File: config.mk
export PLATFORM = sky130hd
export DESIGN_NAME = seq_detector_prog
export DESIGN_NICKNAME = d
export VERILOG_FILES = /design/src/rtl/seq_detector_prog.sv
export SDC_FILE = /design/constraint.sdc
export NUM_CORES = 1
export LEC_CHECK = 0
export ABC_AREA = 1
export CAP_MARGIN = 30
export CELL_PAD_IN_SITES_DETAIL_PLACEMENT = 1
export CELL_PAD_IN_SITES_GLOBAL_PLACEMENT = 2
export CORE_MARGIN = 1
export CORE_UTILIZATION = 33
export CTS_BUF_LIST = sky130_fd_sc_hd__clkbuf_4 sky130_fd_sc_hd__clkbuf_8 sky130_fd_sc_hd__clkbuf_16
export DETAILED_ROUTE_END_ITERATION = 16
export GPL_ROUTABILITY_DRIVEN = 0
export PLACE_DENSITY_LB_ADDON = 0.1
export SLEW_MARGIN = 5
export SYNTH_ARGS = -nofsm -noshare
export SYNTH_HDL_FRONTEND = slang
export SYNTH_SLANG_ARGS = --single-unit
File: constraint.sdc
create_clock -name clk -period 3.25 [get_ports clk]
set_input_delay 0.325 -clock clk [delete_from_list [all_inputs] [get_ports clk]]
set_output_delay 0.325 -clock clk [all_outputs]
set_load 0.1 [all_outputs]
File: src/rtl/seq_detector_prog.sv
// seq_detector_prog: run-time programmable serial pattern detector.
// Shifts valid input bits into a history register and compares the youngest
// len bits against the programmed pattern. It supports overlapping and
// non-overlapping matching and keeps a saturating count of matches.
module seq_detector_prog #(
  parameter int                     PATTERN_W       = 8,
  parameter int                     CNT_W           = 8,
  parameter logic [PATTERN_W-1:0]   DEFAULT_PATTERN = 8'b0000_1010,
  parameter int                     DEFAULT_LEN     = 4,
  parameter bit                     DEFAULT_OVERLAP = 1'b1,
  localparam int                    LEN_W           = $clog2(PATTERN_W + 1)
) (
  input  logic                 clk,
  input  logic                 rst,
  input  logic                 x,
  input  logic                 x_valid,
  input  logic                 cfg_load,
  input  logic [PATTERN_W-1:0] cfg_pattern,
  input  logic [LEN_W-1:0]     cfg_len,
  input  logic                 cfg_overlap,
  input  logic                 cnt_clr,
  output logic                 z,
  output logic [CNT_W-1:0]     match_cnt,
  output logic                 cnt_sat,
  output logic                 cfg_err
);

  // Mask selecting the low len bits of a pattern-wide vector.
  function automatic logic [PATTERN_W-1:0] len_mask(input logic [LEN_W-1:0] len);
    logic [PATTERN_W-1:0] m;
    for (int i = 0; i < PATTERN_W; i++) begin
      m[i] = (i < int'(len));
    end
    return m;
  endfunction

  logic [PATTERN_W-1:0] pattern_r, pattern_nxt;
  logic [LEN_W-1:0]     len_r, len_nxt;
  logic                 overlap_r, overlap_nxt;
  logic [PATTERN_W-1:0] history_r, history_nxt;
  logic [LEN_W-1:0]     hist_cnt_r, hist_cnt_nxt;
  logic                 z_r, z_nxt;
  logic                 cfg_err_r, cfg_err_nxt;
  logic [CNT_W-1:0]     match_cnt_r, match_cnt_nxt;

  logic [PATTERN_W-1:0] shifted;
  logic [LEN_W:0]       cnt_plus;
  logic                 cfg_ok;
  logic                 match;

  // Next-state logic: config load takes priority over incoming bits.
  always_comb begin
    shifted      = {history_r[PATTERN_W-2:0], x};
    cnt_plus     = {1'b0, hist_cnt_r} + {{LEN_W{1'b0}}, 1'b1};
    cfg_ok       = (cfg_len != {LEN_W{1'b0}}) && (cfg_len <= LEN_W'(PATTERN_W));
    match        = 1'b0;
    pattern_nxt  = pattern_r;
    len_nxt      = len_r;
    overlap_nxt  = overlap_r;
    history_nxt  = history_r;
    hist_cnt_nxt = hist_cnt_r;
    z_nxt        = 1'b0;
    cfg_err_nxt  = 1'b0;

    if (cfg_load) begin
      // The bit presented in a load cycle is discarded either way.
      if (cfg_ok) begin
        pattern_nxt  = cfg_pattern;
        len_nxt      = cfg_len;
        overlap_nxt  = cfg_overlap;
        hist_cnt_nxt = {LEN_W{1'b0}};
      end else begin
        cfg_err_nxt = 1'b1;
      end
    end else if (x_valid) begin
      match = (cnt_plus >= {1'b0, len_r}) &&
              (((shifted ^ pattern_r) & len_mask(len_r)) == {PATTERN_W{1'b0}});
      history_nxt = shifted;
      z_nxt       = match;
      // Non-overlapping mode forgets history consumed by a match.
      if (match && !overlap_r) begin
        hist_cnt_nxt = {LEN_W{1'b0}};
      end else if (hist_cnt_r == LEN_W'(PATTERN_W)) begin
        hist_cnt_nxt = hist_cnt_r;
      end else begin
        hist_cnt_nxt = cnt_plus[LEN_W-1:0];
      end
    end else begin
      history_nxt  = history_r;
      hist_cnt_nxt = hist_cnt_r;
    end

    // A clear coinciding with a match counts that match.
    if (cnt_clr) begin
      match_cnt_nxt = match ? {{(CNT_W-1){1'b0}}, 1'b1} : {CNT_W{1'b0}};
    end else if (match && !(&match_cnt_r)) begin
      match_cnt_nxt = match_cnt_r + {{(CNT_W-1){1'b0}}, 1'b1};
    end else begin
      match_cnt_nxt = match_cnt_r;
    end
  end

  // State and output registers with asynchronous reset to the default config.
  always_ff @(posedge clk or posedge rst) begin
    if (rst) begin
      pattern_r   <= DEFAULT_PATTERN;
      len_r       <= LEN_W'(DEFAULT_LEN);
      overlap_r   <= DEFAULT_OVERLAP;
      history_r   <= {PATTERN_W{1'b0}};
      hist_cnt_r  <= {LEN_W{1'b0}};
      z_r         <= 1'b0;
      cfg_err_r   <= 1'b0;
      match_cnt_r <= {CNT_W{1'b0}};
    end else begin
      pattern_r   <= pattern_nxt;
      len_r       <= len_nxt;
      overlap_r   <= overlap_nxt;
      history_r   <= history_nxt;
      hist_cnt_r  <= hist_cnt_nxt;
      z_r         <= z_nxt;
      cfg_err_r   <= cfg_err_nxt;
      match_cnt_r <= match_cnt_nxt;
    end
  end

  assign z         = z_r;
  assign cfg_err   = cfg_err_r;
  assign match_cnt = match_cnt_r;
  assign cnt_sat   = &match_cnt_r;

endmodule

==> impl_metrics.py <==
metrics = {
    "status": {
        "status": "finished, final reports clean",
    },
    "global_routing": {
        "wire_length_of_the_first_global_routing_pass_um": 8570,
        "grt_max_degree": 35,
        "grt_antenna_before_repair": 0,
        "grt-ovfl-total": 0,
        "number_of_global_route_vias_before_repair": 1866,
        "met3_usage": 0.0409,
        "grtUsageTotal": 0.175,
        "grt.busiest_layer": "met2",
        "grt_util_met1": 0.229,
        "met2_track_utilization_from_global_routing": 0.279,
    },
    "cts": {
        "post_cts.repair.setup_buffers": 0,
        "post_cts.resized_instances": 0,
        "cts-htree-levels": 2,
        "cts.root.buffer_cell": "sky130_fd_sc_hd__clkbuf_8",
        "clk-insertion-delay-late_ns": 0.28,
        "cts_sinks": 34,
        "cts-root-to-sink-buffers": 2,
        "cts_inserted_buffers": 5,
        "cts.hold.buffers_added": 0,
        "clk_transition_reported_paths_ns": 0.07,
        "cts_tree": "yes",
    },
    "synthesis": {
        "yosys_synthesis_warning_count": 0,
        "synthesis.area_sq_um": 2030,
        "leading_area_contributor_after_synthesis": "sky130_fd_sc_hd__dfrtp_1",
        "yosys-top-cells-area": "sky130_fd_sc_hd__dfrtp_1 37%, sky130_fd_sc_hd__nand2_1 18%, sky130_fd_sc_hd__inv_1 6.8%, sky130_fd_sc_hd__nand3_1 5.9%, sky130_fd_sc_hd__dfstp_2 5.2%",
        "number_of_flip_flops_and_latches_in_the_synthesized_netlist": 34,
        "synthesized_instance_count": 276,
        "synth.net_count": 302,
        "syn_area_per_cell_sq_um": 7.37,
        "ys_seq_area_frac": 0.421,
        "fraction_of_synthesized_cell_area_taken_by_the_top_area_cell_type": 0.369,
        "synth_cell_type_count": 28,
    },
    "routing": {
        "routed-via-count": 1795,
        "drc": 0,
        "detail_route.first_pass.iterations": 3,
        "routed_wirelength_um": 4810,
        "drtAntennaViolNets": 0,
        "drt_iter0_markers": 70,
        "vias_cell": 4.67,
        "routedWlPerCell_um": 12.5,
    },
    "floorplan": {
        "rows": 28,
        "die-area_sq_um": 6480,
        "die_w_um": 80.5,
        "ioPinCount": 30,
        "fp.coreArea_sq_um": 5920,
        "die-height_um": 80.5,
        "initial_utilization": 0.343,
    },
    "power": {
        "cellPowerDensity_nw_per_um2": 507,
        "static-leakage-power_nw": 1.29,
        "peakVddDrop_mv": 0.193,
    },
    "setup_path": {
        "critPathLaunch": "hist_cnt_r[0]$_DFFE_PP0P_",
        "worst-endpoint-arrival_ns": 2.45,
        "critical_path_peak_fanout": 6,
        "cp-start-kind": "flip-flop",
        "setup.worst_path.class": "flip-flop to flip-flop",
        "reg_to_reg_slack_setup_ns": 0.98,
        "worstReg2RegStart": "hist_cnt_r[0]$_DFFE_PP0P_",
        "critical_path_required_ns": 3.43,
        "setup.worst_path.end": "hist_cnt_r[2]$_DFFE_PP0P_",
        "worst-r2r-cell-count": 12,
        "timing.critical_path.to_type": "flip-flop",
        "timing.rr.end": "hist_cnt_r[2]$_DFFE_PP0P_",
    },
    "sta": {
        "grt_setup_unrepaired": "false",
        "period_minus_slack_ns": 2.27,
        "clock-skew-final_ns": 0.00394,
        "timing.slew.headroom": 0.352,
        "worst-slew-pin-transition_ns": 0.970,
        "final-max-slew-violation-count": 0,
        "final-setup-viol-count": 0,
        "maxClockFrequency_mhz": 440,
        "hold_violations": 0,
        "totalNegativeSetupSlack_ns": 0,
        "finalCritPeriodShare": 0.699,
    },
    "place": {
        "place.detailed.instances": 376,
        "detailed_place_hpwl_um": 3640,
        "place.port_buffers": 29,
    },
    "cells_and_area": {
        "design.final.nets": 334,
        "antenna_cells": 0,
        "layout-area-overhead-vs-synth_pct": 22.8,
        "finalNonFillerCells": 384,
        "post_route_cells_drive_above_1_share": 0.0939,
        "fill_cells": 759,
    },
    "job": {
        "cap_violations": 0,
    },
    "hold_path": {
        "timing.hold.worst.class": "input port to asynchronous set/reset pin",
    },
}
-- flip-flops by register name (all words and copies together), names as in the netlist --
name,flops
match_cnt,8
pattern_r,8
history_r,7
hist_cnt_r,4
len_r,4
cfg_err,1
overlap_r,1
z,1
-- cells in the mapped netlist (all sizes together) --
cell type / count
nand4: 7
nand2: 103
xor2: 5
xnor2: 1
o22ai: 1
dfrtp: 30
o21ai: 20
clkbuf: 2
and3b: 1
buf: 3
nor3: 5
a21oi: 1
ha: 7
nor2: 20
nand3: 26
dfstp: 4
inv: 40
-- layer usage --
| metal | vias to the layer above | share of wire | wire (um) |
|---|---|---|---|
| met5 | - | 0 | 0 |
| met4 | 0 | 0.018 | 87 |
| met3 | 7 | 0.031 | 151 |
| met2 | 27 | 0.45 | 2180 |
| met1 | 834 | 0.50 | 2390 |
| li1 | 927 | - | - |
-- kinds of logic after synthesis --
| group | Yosys count | synth area share |
|---|---|---|
| buf+inv | 45 | 0.0843 |
| simple gates | 162 | 0.371 |
| flops | 34 | 0.421 |
| fa+ha+maj | 7 | 0.0431 |
| xor+xnor | 6 | 0.0258 |
| compound gates | 22 | 0.0548 |
-- critical path, cell delays in order, from the launching register on --
cell	delay (ns)
sky130_fd_sc_hd__dfrtp_1	0.45
sky130_fd_sc_hd__ha_1	0.25
sky130_fd_sc_hd__xor2_1	0.16
sky130_fd_sc_hd__ha_1	0.32
sky130_fd_sc_hd__nand2_1	0.06
sky130_fd_sc_hd__inv_1	0.06
sky130_fd_sc_hd__nand4_1	0.11
sky130_fd_sc_hd__nand4_2	0.13
sky130_fd_sc_hd__nand4_1	0.14
sky130_fd_sc_hd__nand3_1	0.20
sky130_fd_sc_hd__nand2_1	0.15
sky130_fd_sc_hd__nand2_1	0.09
sky130_fd_sc_hd__nand2_1	0.05
-- worst min path at each step --
stage                                  start                  endpoint  slack (ns)  cells past startpoint
finish                                   rst  match_cnt[6]$_DFFE_PP0P_        0.45                      3
global route                             rst               z$_DFF_PP0_        0.52                      3
CTS                                      rst  history_r[2]$_DFFE_PP0P_        0.47                      3
detailed placement  history_r[3]$_DFFE_PP0P_  history_r[3]$_DFFE_PP0P_        0.50                      2
global placement    history_r[2]$_DFFE_PP0P_  history_r[2]$_DFFE_PP0P_        0.49                      2
floorplan                         cfg_len[0]      len_r[0]$_DFFE_PP0P_        0.43                      2
-- power by group --
group          switching, mW  internal, mW  leakage, nW
combinational          0.256         0.144        0.798
clock                  0.159         0.179       0.0517
sequential            0.0462         0.481        0.436
total                  0.461         0.804         1.29
-- layout by cell type (no fill, tap or decap) --
cell type,count
sky130_fd_sc_hd__nand4_4,1
sky130_fd_sc_hd__nand4_1,5
sky130_fd_sc_hd__and3b_1,1
sky130_fd_sc_hd__nand3_1,24
sky130_fd_sc_hd__clkdlybuf4s50_1,28
sky130_fd_sc_hd__clkinv_2,1
sky130_fd_sc_hd__nand2_4,3
sky130_fd_sc_hd__inv_2,3
sky130_fd_sc_hd__dfrtp_1,30
sky130_fd_sc_hd__nand2_2,2
sky130_fd_sc_hd__inv_1,37
sky130_fd_sc_hd__nor3_1,5
sky130_fd_sc_hd__nand3_2,2
sky130_fd_sc_hd__clkbuf_4,1
sky130_fd_sc_hd__nor2_2,1
sky130_fd_sc_hd__dfstp_2,4
sky130_fd_sc_hd__a21oi_1,1
sky130_fd_sc_hd__nor2_4,1
sky130_fd_sc_hd__nand4_2,1
sky130_fd_sc_hd__nor2_8,1
sky130_fd_sc_hd__clkbuf_8,6
sky130_fd_sc_hd__o21ai_0,19
sky130_fd_sc_hd__ha_1,7
sky130_fd_sc_hd__o21ai_1,1
sky130_fd_sc_hd__o22ai_1,1
sky130_fd_sc_hd__buf_4,2
sky130_fd_sc_hd__nand2_1,98
sky130_fd_sc_hd__xor2_1,5
sky130_fd_sc_hd__nor2_1,17
sky130_fd_sc_hd__xnor2_1,1
-- final cells by class --
class                           count  area, sq um  share of cell area
Clock buffer                        7         90.1              0.0361
Multi-Input combinational cell    197         1010               0.403
Clock inverter                      1         5.00             0.00201
Timing Repair Buffer               30          295               0.118
Inverter                           40          150              0.0602
Sequential cell                    34          856               0.343
Tap cell                           75         93.8              0.0376
-- metrics by stage --
stage	hold WS, ns	area (sq um)	total power [mW]	worst slack [ns]	util
floorplan	0.435	2030	0.828	0.638	-
detailed placement	0.503	2400	0.943	0.994	0.406
CTS	0.465	2500	1.29	0.969	0.422
finish	0.447	2500	1.27	0.979	0.422
global route	0.521	2500	1.37	0.767	0.422
global placement	0.493	2400	0.932	1.07	0.406
Note: power is estimated with default switching activity, not from simulation.
